### src/rtl/aibnd_txgbx.sv
`default_nettype none
// aibnd_txgbx: AIB transmit gearbox, W-bit words in, one DDR bit pair out per launch clock.
// Also emits clock / PRBS7 / zero training patterns. Revision 1.0
module aibnd_txgbx #(
  parameter int W          = 8,
  parameter int FIFO_DEPTH = 2
) (
  input  logic         ilaunch_clk,
  input  logic         irstb,
  input  logic [W-1:0] idata,
  input  logic         ivalid,
  output logic         oready,
  input  logic [1:0]   imode,
  input  logic         iclr_err,
  output logic         odat0,
  output logic         odat1,
  output logic         odat_vld,
  output logic         oword_start,
  output logic         ounderflow
);

  localparam int B  = W / 2;
  localparam int CW = $clog2(B);
  localparam int AW = $clog2(FIFO_DEPTH);
  localparam int NW = $clog2(FIFO_DEPTH + 1);

  localparam logic [CW-1:0] LAST_BEAT = CW'(B - 1);
  localparam logic [CW-1:0] ONE_BEAT  = CW'(1);
  localparam logic [AW-1:0] ONE_PTR   = AW'(1);
  localparam logic [NW-1:0] ONE_CNT   = NW'(1);
  localparam logic [NW-1:0] FULL_CNT  = NW'(FIFO_DEPTH);

  localparam logic [1:0] MODE_DATA = 2'b00;
  localparam logic [1:0] MODE_CLK  = 2'b01;
  localparam logic [1:0] MODE_PRBS = 2'b10;

  logic [W-1:0]  mem [FIFO_DEPTH];
  logic [AW-1:0] wr_ptr, rd_ptr;
  logic [NW-1:0] count;
  logic          ready;
  logic [CW-1:0] beat;
  logic [W-1:0]  shreg;
  logic [6:0]    lfsr;
  logic [1:0]    mode;
  logic [1:0]    pair;
  logic          vld, wstart, uflow, popped;

  logic          boundary, push, pop, starve;
  logic [1:0]    eff_mode, pair_nxt;
  logic [W-1:0]  head, shreg_nxt;
  logic [NW-1:0] count_nxt;
  logic [6:0]    lfsr_mid, lfsr_nxt;

  assign head = mem[rd_ptr];

  always_comb begin
    boundary  = (beat == LAST_BEAT);
    push      = ivalid & ready;
    pop       = boundary && (imode == MODE_DATA) && (count != '0);
    starve    = boundary && (imode == MODE_DATA) && (count == '0);
    // The beat launched at a boundary already belongs to the new slot's mode.
    eff_mode  = boundary ? imode : mode;

    count_nxt = count;
    if (push && !pop)
      count_nxt = count + ONE_CNT;
    else if (pop && !push)
      count_nxt = count - ONE_CNT;

    lfsr_mid  = {lfsr[5:0], lfsr[6] ^ lfsr[5]};
    lfsr_nxt  = {lfsr_mid[5:0], lfsr_mid[6] ^ lfsr_mid[5]};

    shreg_nxt = boundary ? (pop ? (head >> 2) : '0) : (shreg >> 2);

    pair_nxt  = 2'b00;
    case (eff_mode)
      MODE_DATA: pair_nxt = boundary ? (pop ? head[1:0] : 2'b00) : shreg[1:0];
      MODE_CLK:  pair_nxt = 2'b01;
      MODE_PRBS: pair_nxt = {lfsr_nxt[0], lfsr_mid[0]};
      default:   pair_nxt = 2'b00;
    endcase
  end

  always_ff @(posedge ilaunch_clk) begin
    if (push)
      mem[wr_ptr] <= idata;
  end

  always_ff @(posedge ilaunch_clk or negedge irstb) begin
    if (!irstb) begin
      wr_ptr <= '0;
      rd_ptr <= '0;
      count  <= '0;
      ready  <= 1'b0;
      beat   <= '0;
      shreg  <= '0;
      lfsr   <= 7'h7F;
      mode   <= MODE_DATA;
      pair   <= 2'b00;
      vld    <= 1'b0;
      wstart <= 1'b0;
      uflow  <= 1'b0;
      popped <= 1'b0;
    end else begin
      beat   <= boundary ? '0 : beat + ONE_BEAT;
      count  <= count_nxt;
      ready  <= (count_nxt != FULL_CNT);
      if (push)
        wr_ptr <= wr_ptr + ONE_PTR;
      if (pop)
        rd_ptr <= rd_ptr + ONE_PTR;
      shreg  <= shreg_nxt;
      pair   <= pair_nxt;
      wstart <= boundary;
      if (boundary) begin
        mode <= imode;
        vld  <= pop;
      end
      if (eff_mode == MODE_PRBS)
        lfsr <= lfsr_nxt;
      // A fresh underflow beats a simultaneous clear.
      if (starve && popped)
        uflow <= 1'b1;
      else if (iclr_err)
        uflow <= 1'b0;
      if (pop)
        popped <= 1'b1;
      else if (iclr_err)
        popped <= 1'b0;
    end
  end

  assign oready      = ready;
  assign odat0       = pair[0];
  assign odat1       = pair[1];
  assign odat_vld    = vld;
  assign oword_start = wstart;
  assign ounderflow  = uflow;

endmodule
`default_nettype wire

### config.mk
export PLATFORM = sky130hd
export DESIGN_NAME = aibnd_txgbx
export DESIGN_NICKNAME = d
export VERILOG_FILES = /design/src/rtl/aibnd_txgbx.sv
export SDC_FILE = /design/constraint.sdc
export NUM_CORES = 1
export LEC_CHECK = 0
export ABC_AREA = 1
export CORE_ASPECT_RATIO = 1.75
export CORE_MARGIN = 4
export CORE_UTILIZATION = 25
export CTS_CLUSTER_SIZE = 40
export DETAILED_ROUTE_END_ITERATION = 12
export HOLD_SLACK_MARGIN = 0.03
export SLEW_MARGIN = 20
export SYNTH_ARGS = -nofsm -noshare
export SYNTH_HDL_FRONTEND = slang
export SYNTH_SLANG_ARGS = --single-unit
### constraint.sdc
create_clock -name ilaunch_clk -period 2.19 [get_ports ilaunch_clk]
set_input_delay 0.3285 -clock ilaunch_clk [delete_from_list [all_inputs] [get_ports ilaunch_clk]]
set_output_delay 0.3285 -clock ilaunch_clk [all_outputs]
set_load 0.02 [all_outputs]
; ---- After elaboration in Yosys (flattened, before gate mapping)
; Memory sizes are Yosys's and may differ from the RTL's.
; Index checks and enable logic that the tools add are counted.
[word_totals]
regBits = 28
ram_bits = 16
inputBits = 14
out_inout_bits = 6
mem_count = 1
[memory_table]
columns = memory, words, width, rd, rd_clocked_by_memory_dff, write_ports, line
row1 = mem, 2, 8, 1, 0, 1, 37  ; logic [W-1:0] mem [FIFO_DEPTH];
[op_classes]
n_addsub = 5
n_eq_ne = 4
mux = 14
n_bitwise = 3
reduce_logical = 14
[op_table]
columns = op, count
row1 = 2-bit 2-to-1 mux, 6
row2 = 6-bit 2-to-1 mux, 2
row3 = 1-bit logical AND, 6
row4 = 2-bit logical NOT, 3
row5 = 2-bit one-hot mux with 3 select lines, 1
row6 = 2-bit nonzero test, 3
row7 = 1-bit 2-to-1 mux, 5
row8 = 2-bit by 1-bit adder with 2-bit output (second input constant), 2
row9 = 2-bit equality test (second input constant), 2
row10 = 1-bit adder (second input constant), 2
row11 = 2-bit by 1-bit equality test with 1-bit output (second input constant), 1
row12 = 1-bit logical NOT, 2
row13 = 2-bit != test (second input constant), 1
row14 = 2-bit by 1-bit subtractor with 2-bit output (second input constant), 1
row15 = 1-bit XOR, 2
row16 = 1-bit AND, 1

; ---- Logic depth before layout (Yosys ltp)
[logic_depth]
ltp_word = 7
ltp_mapped = 10
depth_no_buf = 9

; ---- Worst setup path after synthesis
; No wires, ideal clock.
[synth_path]
kind = register to register
from = reg beat[0]
to = reg pair[1]
setup_ns = 0.064
arrival_time_ns = 1.299
t_required_ns = 2.126
setup_slack_ns = 0.828
path_stages_with_launch = 10
path_buffers = 1
period_less_slack_ns = 1.362
cell_sequence = dfrtp_1 > ha_1 > inv_2 > buf_6 > nand2_1 > o21ai_2 > nand2_4 > inv_6 > nand2_4 > nand2_2
[synth_between]
elab_cells_between_ends = 10
[synth_lines]
columns = element, line
row1 = start: declaration, 41  ; logic [CW-1:0] beat;
row2 = start signal: assignment, 105  ; beat <= boundary ? '0 : beat + ONE_BEAT;
row3 = 2-bit equality test *, 57  ; boundary = (beat == LAST_BEAT);
row4 = via boundary, 48  ; logic boundary, push, pop, starve;
row5 = 2-bit 2-to-1 mux *, --
row6 = via eff_mode[1], 49  ; logic [1:0] eff_mode, pair_nxt;
row7 = "2-bit equality test, or another cell as far along", 76  ; case (eff_mode)
row8 = 2-bit one-hot mux with 3 select lines *, 76
row9 = via pair_nxt[1], 49
row10 = end signal: assignment, 113  ; pair <= pair_nxt;
row11 = end: declaration, 45  ; logic [1:0] pair;
; Mark *: on every way through the listed nets, which the timed path passes. The rest lies on a longest branch.
; A chain may end at the register's enable or synchronous reset.

; ---- Worst setup path in the final report
[layout_path]
from = reg ready, in the netlist oready
to = out oready
[layout_lines]
columns = element, line
row1 = start: declaration, 40  ; logic ready;
row2 = start signal: assignment, 107  ; ready <= (count_nxt != FULL_CNT);
row3 = end: declaration, 12  ; output logic oready,
; No word-level cell between the ends.

==> results.json <==
{
  "synthTopCellsByArea": "dfrtp_1 (30%), edfxtp_1 (27%), dfstp_2 (10%), nand2_1 (10%), inv_1 (3.4%)",
  "fin_skew_ns": 0.006646,
  "rrSetupSlack_ns": 0.65,
  "drt-initial-drc-count": 33,
  "maxSlewHeadroom": 0.7688,
  "wl_mm": 2.838,
  "r2r_start": "beat[0]",
  "gp_congestion": 0.7089,
  "ys.flop_type": "dfrtp_1",
  "ys_types": 23,
  "grt_pass1_wl_mm": 4.940,
  "fillers": 692,
  "endpoint_kind": "output pin",
  "p_int_mw": 1.794,
  "drt_pass1_iterations": 4,
  "core_um2": 6857,
  "swShare": 0.2717,
  "leakagePower_nw": 1.013,
  "required_ns": 1.86,
  "switchingPower_mw": 0.6693,
  "maxCapViolations": 0,
  "first_global_vias": 1150,
  "tritoncts": "done",
  "hold_ws_ns": 0.4254,
  "clk_path_buf_depth": 2,
  "rsz0062_at_grt": "no",
  "grt_max_degree": 29,
  "cts_setup_buffers": 0,
  "final_layout_size_suffix_gt1_frac": 0.1793,
  "synth_edf_count": 16,
  "p_per_area_nw_per_um2": 1108,
  "async_flop_share": 0.6364,
  "worst-path-max-fanout": 2,
  "slew_viol_final": 0,
  "antenna_found_initial": 0,
  "routed-via-count": 1089,
  "yosysWarnings": 0,
  "peakVddDrop_mv": 0.3987,
  "io_pins": 20,
  "root_buffer": "clkbuf_16",
  "wl_per_cell_um": 10.59,
  "status": "finished, final reports clean",
  "p_comb_frac": 0.201,
  "seq_area_um2": 1190,
  "worst-r2r-cell-count": 8,
  "crit_chain": "clkdlybuf4s50_1",
  "setup_viol": 0,
  "max_freq_ghz": 0.6386,
  "vias_per_cell": 4.063,
  "clock_latency_ns": 0.28,
  "seqPwrFrac": 0.480,
  "clkPwrFrac": 0.319,
  "die_h_um": 118.9,
  "syn_inst": 156,
  "synth_common_cells": "nand2_1 (47), dfrtp_1 (21), edfxtp_1 (16), inv_1 (16)",
  "synth_top_area_cell": "dfrtp_1",
  "synth_top_area_share": 0.2991,
  "clk_pin_slew_worst_paths_ns": 0.06,
  "chipWidth_um": 71.37,
  "synth_nets": 172,
  "slowest_stage": "clkdlybuf4s50_1",
  "path_buf_inv": 1,
  "seq_area_frac_synth": 0.6774,
  "clkSinkCount": 44,
  "hp-class": "in -> async",
  "cts_inserted_buffers": 5,
  "num_antenna_cells": 0,
  "syn_area_um2": 1757,
  "critical_path_depth": 1,
  "met1_usage": 0.07618,
  "grtUsageTotal": 0.07603,
  "met3_usage": 0.02618,
  "synth_most_common_cell": "nand2_1",
  "cp_top_family": "buffers and inverters",
  "grt_overflow": 0,
  "drc": 0,
  "rows": 40,
  "min_period_over_period": 0.7150,
  "avgSynthCellArea_um2": 11.26,
  "grt-busiest-layer": "met2",
  "critPathMaxStageDelay_ns": 0.61,
  "cts_hold_buf": 0,
  "area_delta_synth_final_pct": 26.57,
  "tns_ns": 0,
  "use_met2": 0.1279,
  "critPathLaunchType": "flip-flop",
  "synth_seq_cells": 44,
  "stdcell_area_um2": 2223,
  "place_hpwl_mm": 2.073,
  "initial_core_util": 0.2562,
  "placed_cell_area_um2": 2061,
  "worst_slew_pin_slew_ns": 0.3468,
  "regToRegEndpoint": "pair[1]",
  "nNetsFinal": 199,
  "die_area_um2": 8485,
  "multi_input_area_um2": 465.4,
  "final_core_util": 0.3243,
  "cts-htree-levels": 2,
  "criticalPathCategory": "reg -> out",
  "cp.arrival_ns": 1.24,
  "cts_repair_resize_count": 0,
  "portBuffers": 19,
  "min_period_ns": 1.566,
  "drtAntennaViolNets": 0,
  "hold_viol_final": 0
}
[metrics by stage]
step | worst slack, ns | power [mW] | instances
finish | 0.6241 | 2.463 | 268
global route | 0.4531 | 2.631 | 268
CTS | 0.6026 | 2.511 | 268
detailed placement | 0.4196 | 1.705 | 260
global placement | 0.4741 | 1.692 | 260
floorplan | 0.8277 | 1.527 | 156
[flip-flops by register name, indices dropped and copies added (netlist names), 2 cells and up]
register and count:
mode 2, shreg 6, mem 16, beat 2
count 2, pair 2, lfsr 7
[layout by cell type (no fill, tap or decap), drive strengths merged]
master,synthesis,routed
a21o,4,4
a21oi,6,6
and2,1,1
buf,3,4
clkbuf,0,7
clkdlybuf4s50,0,19
clkinv,1,2
dfrtp,21,21
dfstp,7,7
edfxtp,16,16
ha,2,2
inv,19,19
nand2,50,50
nand3,4,4
nand4,2,2
nor2,5,5
o21ai,11,11
xor2,4,4
[layer usage]
layer	wire, um	part of all wire
met2	1496	0.53
met3	129	0.045
met1	1121	0.39
met4	90	0.032
met5	0	0
[kinds of logic (layout without fill, tap and decap cells)]
logic type      count (synthesis)  after routing  synth area share
compound gates                 21             21           0.08120
xor+xnor                        4              4           0.01994
fa+ha+maj                       2              2           0.01424
buf+inv                        23             51           0.05769
flops                          44             44            0.6773
simple gates                   62             62            0.1496
[final cells by class]
type / count / share of cell area
Sequential cell: 44 / 0.5352
Clock inverter: 1 / 0.002251
Multi-Input combinational cell: 89 / 0.2093
Clock buffer: 7 / 0.07091
Inverter: 20 / 0.03602
Timing Repair Buffer: 23 / 0.09904
Tap cell: 84 / 0.04727
[worst max path at each step]
stage | endpoint | startpoint
final | oready | oready
after global routing | pair[0] | beat[0]
after CTS | oready | oready
after detailed placement | oready | imode[0]
after global placement | oready | imode[0]
after floorplan | pair[1] | beat[0]
[power by group through the flow]
stage	clock network (mW)	logic, mW	registers [mW]
2_1_floorplan	0	0.350	1.18
3_3_place_gp	0	0.497	1.20
3_5_place_dp	0	0.507	1.20
4_1_cts	0.815	0.512	1.18
5_1_grt	0.843	0.587	1.20
6_report	0.786	0.495	1.18
Power figures use the tool's default switching activity.
==> variant, RTL diff (same flow settings) <==
Set the parameter `FIFO_DEPTH` to 4 (it was 2).
--- a/src/rtl/aibnd_txgbx.sv
+++ b/src/rtl/aibnd_txgbx.sv
@@ -5,3 +5,3 @@
   parameter int W          = 8,
-  parameter int FIFO_DEPTH = 2
+  parameter int FIFO_DEPTH = 4
 ) (
Function: changed (Yosys sat finds a counterexample within 4 cycles, from zero or initial values and one cycle with irstb low).
==> variant against the original RTL <==
Clock power grew 51%. Total power up 60%. Cell count increased by 49%. Wire length grew 63%. Area after synthesis increased by 50%. Sequential cell count is 19 higher. Setup slack worse by 0.063 ns. Cell area increased by 46%. Via count up 49%. Combinational power up 100%. Sequential share of layout area increased by 0.095 points. Sequential power grew 47%. Critical path type unchanged. Largest power group unchanged.
==> variant: results (changes against the original RTL) <==
clock_tree:
  cts_setup_buffers: 0  # unchanged
  cts-root-buf: "clkbuf_16"
  numCtsBuffers: 9  # +4
  clock_path_buffers: 2  # unchanged
  clock_latency_ns: 0.32  # +0.04 ns
  htree_levels: 3  # +1
sta:
  min_period_ns: 1.629  # +0.06298 ns
  report.final.slew_viol_count: 0  # unchanged
  fin_skew_ns: 0.002451  # -0.004196 ns
  tightest_slew_ns: 0.4042  # +0.05739 ns
critical_path:
  ff2ff_path_depth: 7  # -1
  cp-startpoint: "oready"
  r2r_slack_ns: 0.63  # -0.02 ns
  slowest_delay_ns: 0.62
  cp_slowest_cell: "clkdlybuf4s50_1"
  crit_family: "buffers and inverters"
  r2r-end: "lfsr[2]"
  reg2reg_from: "beat[0]"
  critPathMaxFanout: 2  # unchanged
  arrival_ns: 1.30  # +0.06 ns
  cp-endpoint: "oready"
global_route:
  grt_pass1_vias: 1719  # +49%
  grt.met3_usage: 0.03557  # +0.009388
  grtUsageMet2: 0.1467  # +0.01884
  antenna_found_initial: 0  # unchanged
  grt_pass1_wl_um: 7983  # +62%
  use_met1: 0.08896  # +0.01279
  grt_max_degree: 32  # +10%
  grt_usage: 0.08618  # +0.01015
layout:
  top_regs: "mem: 32 flops, lfsr: 7 flops, shreg: 6 flops"
  final_nets: 289  # +45%
  drive_gt1_frac: 0.1544  # -0.02494
  largest_register_ffs: 32  # +16
  fillCellCount: 1056  # +53%
drt:
  vias_per_cell: 4.080  # +0.41%
  wl_per_cell_um: 11.56  # +9.2%
  drt-initial-drc-count: 56  # +70%
place:
  numPortBuffers: 19  # unchanged
  dp_hpwl_um: 3449  # +66%
  dpl_worst_slack_ns: 0.4469  # +0.02732 ns
  place_area_mm2: 0.002999  # +46%
  place.gp.congestion: 0.7472  # +5.4%
synth:
  ys.flop_type: "edfxtp_1"
  synth_area_leaders: "edfxtp_1 (36%), dfrtp_1 (23%), nand2_1 (9.3%)"
  synth_seq_area_share: 0.6621  # -0.01527
  synth_warnings: 0  # unchanged
  synth_fp_nets: 258  # +50%
  synth-edff-count: 32  # +16
  yosysUniqueCellTypes: 26  # +13%
  ys_async_sr_fraction: 0.4921  # -0.1443
  ys_top_cells_by_count: "nand2_1 (65), edfxtp_1 (32), dfrtp_1 (24)"
min_path:
  hold_class: "in -> async"
outcome:
  status: "finished, final reports clean"
pwr:
  p_leak_nw: 1.374  # +36%
  ir_worst_vdd_mv: 0.4418  # +11%
variant: routing by layer:
layer  vias up  routed length (um)
met4         0                 126
met3        10                 228
met2        26                2489
met1       760                1769
met5         -                   0
li1        832                   -
variant: layout make-up:
class	instances	area, um2	share of cell area
Clock buffer	10	229.0	0.07033
Clock inverter	6	27.53	0.008455
Inverter	22	86.33	0.02652
Multi-Input combinational cell	146	773.2	0.2375
Sequential cell	63	1745	0.5361
Tap cell	127	158.9	0.04881
Timing Repair Buffer	25	235.2	0.07225
variant: cells by family after synthesis:
kind of cell               share of synthesized area
and+or+nand+nor                               0.1989
DFF                                           0.6621
buffers and inverters                        0.04461
adders and majority gates                    0.03797
AOI/OAI and AO/OA                            0.03322
xor gates and xnor gates                     0.02326
variant: stage by stage:
step | power [mW] | cells
2_1_floorplan | 2.454 | 236
3_3_place_gp | 2.749 | 383
3_5_place_dp | 2.782 | 383
4_1_cts | 4.006 | 399
5_1_grt | 4.213 | 399
6_report | 3.928 | 399
variant: where the power goes:
group          switching, mW  total (mW)  internal [mW]
combinational          0.623        1.00          0.380
sequential             0.157        1.74           1.58
clock                  0.442        1.19          0.744
total                   1.22        3.93           2.71
variant: worst min-delay path by stage:
stage | from | to | slack, ns | cells after the start
after floorplan | irstb | beat[0] | 0.03 | 0
after global placement | beat[0] | beat[0] | 0.42 | 1
after detailed placement | beat[0] | beat[0] | 0.43 | 1
after CTS | irstb | pair[1] | 0.41 | 2
after global routing | irstb | pair[1] | 0.44 | 2
final | irstb | pair[1] | 0.40 | 2
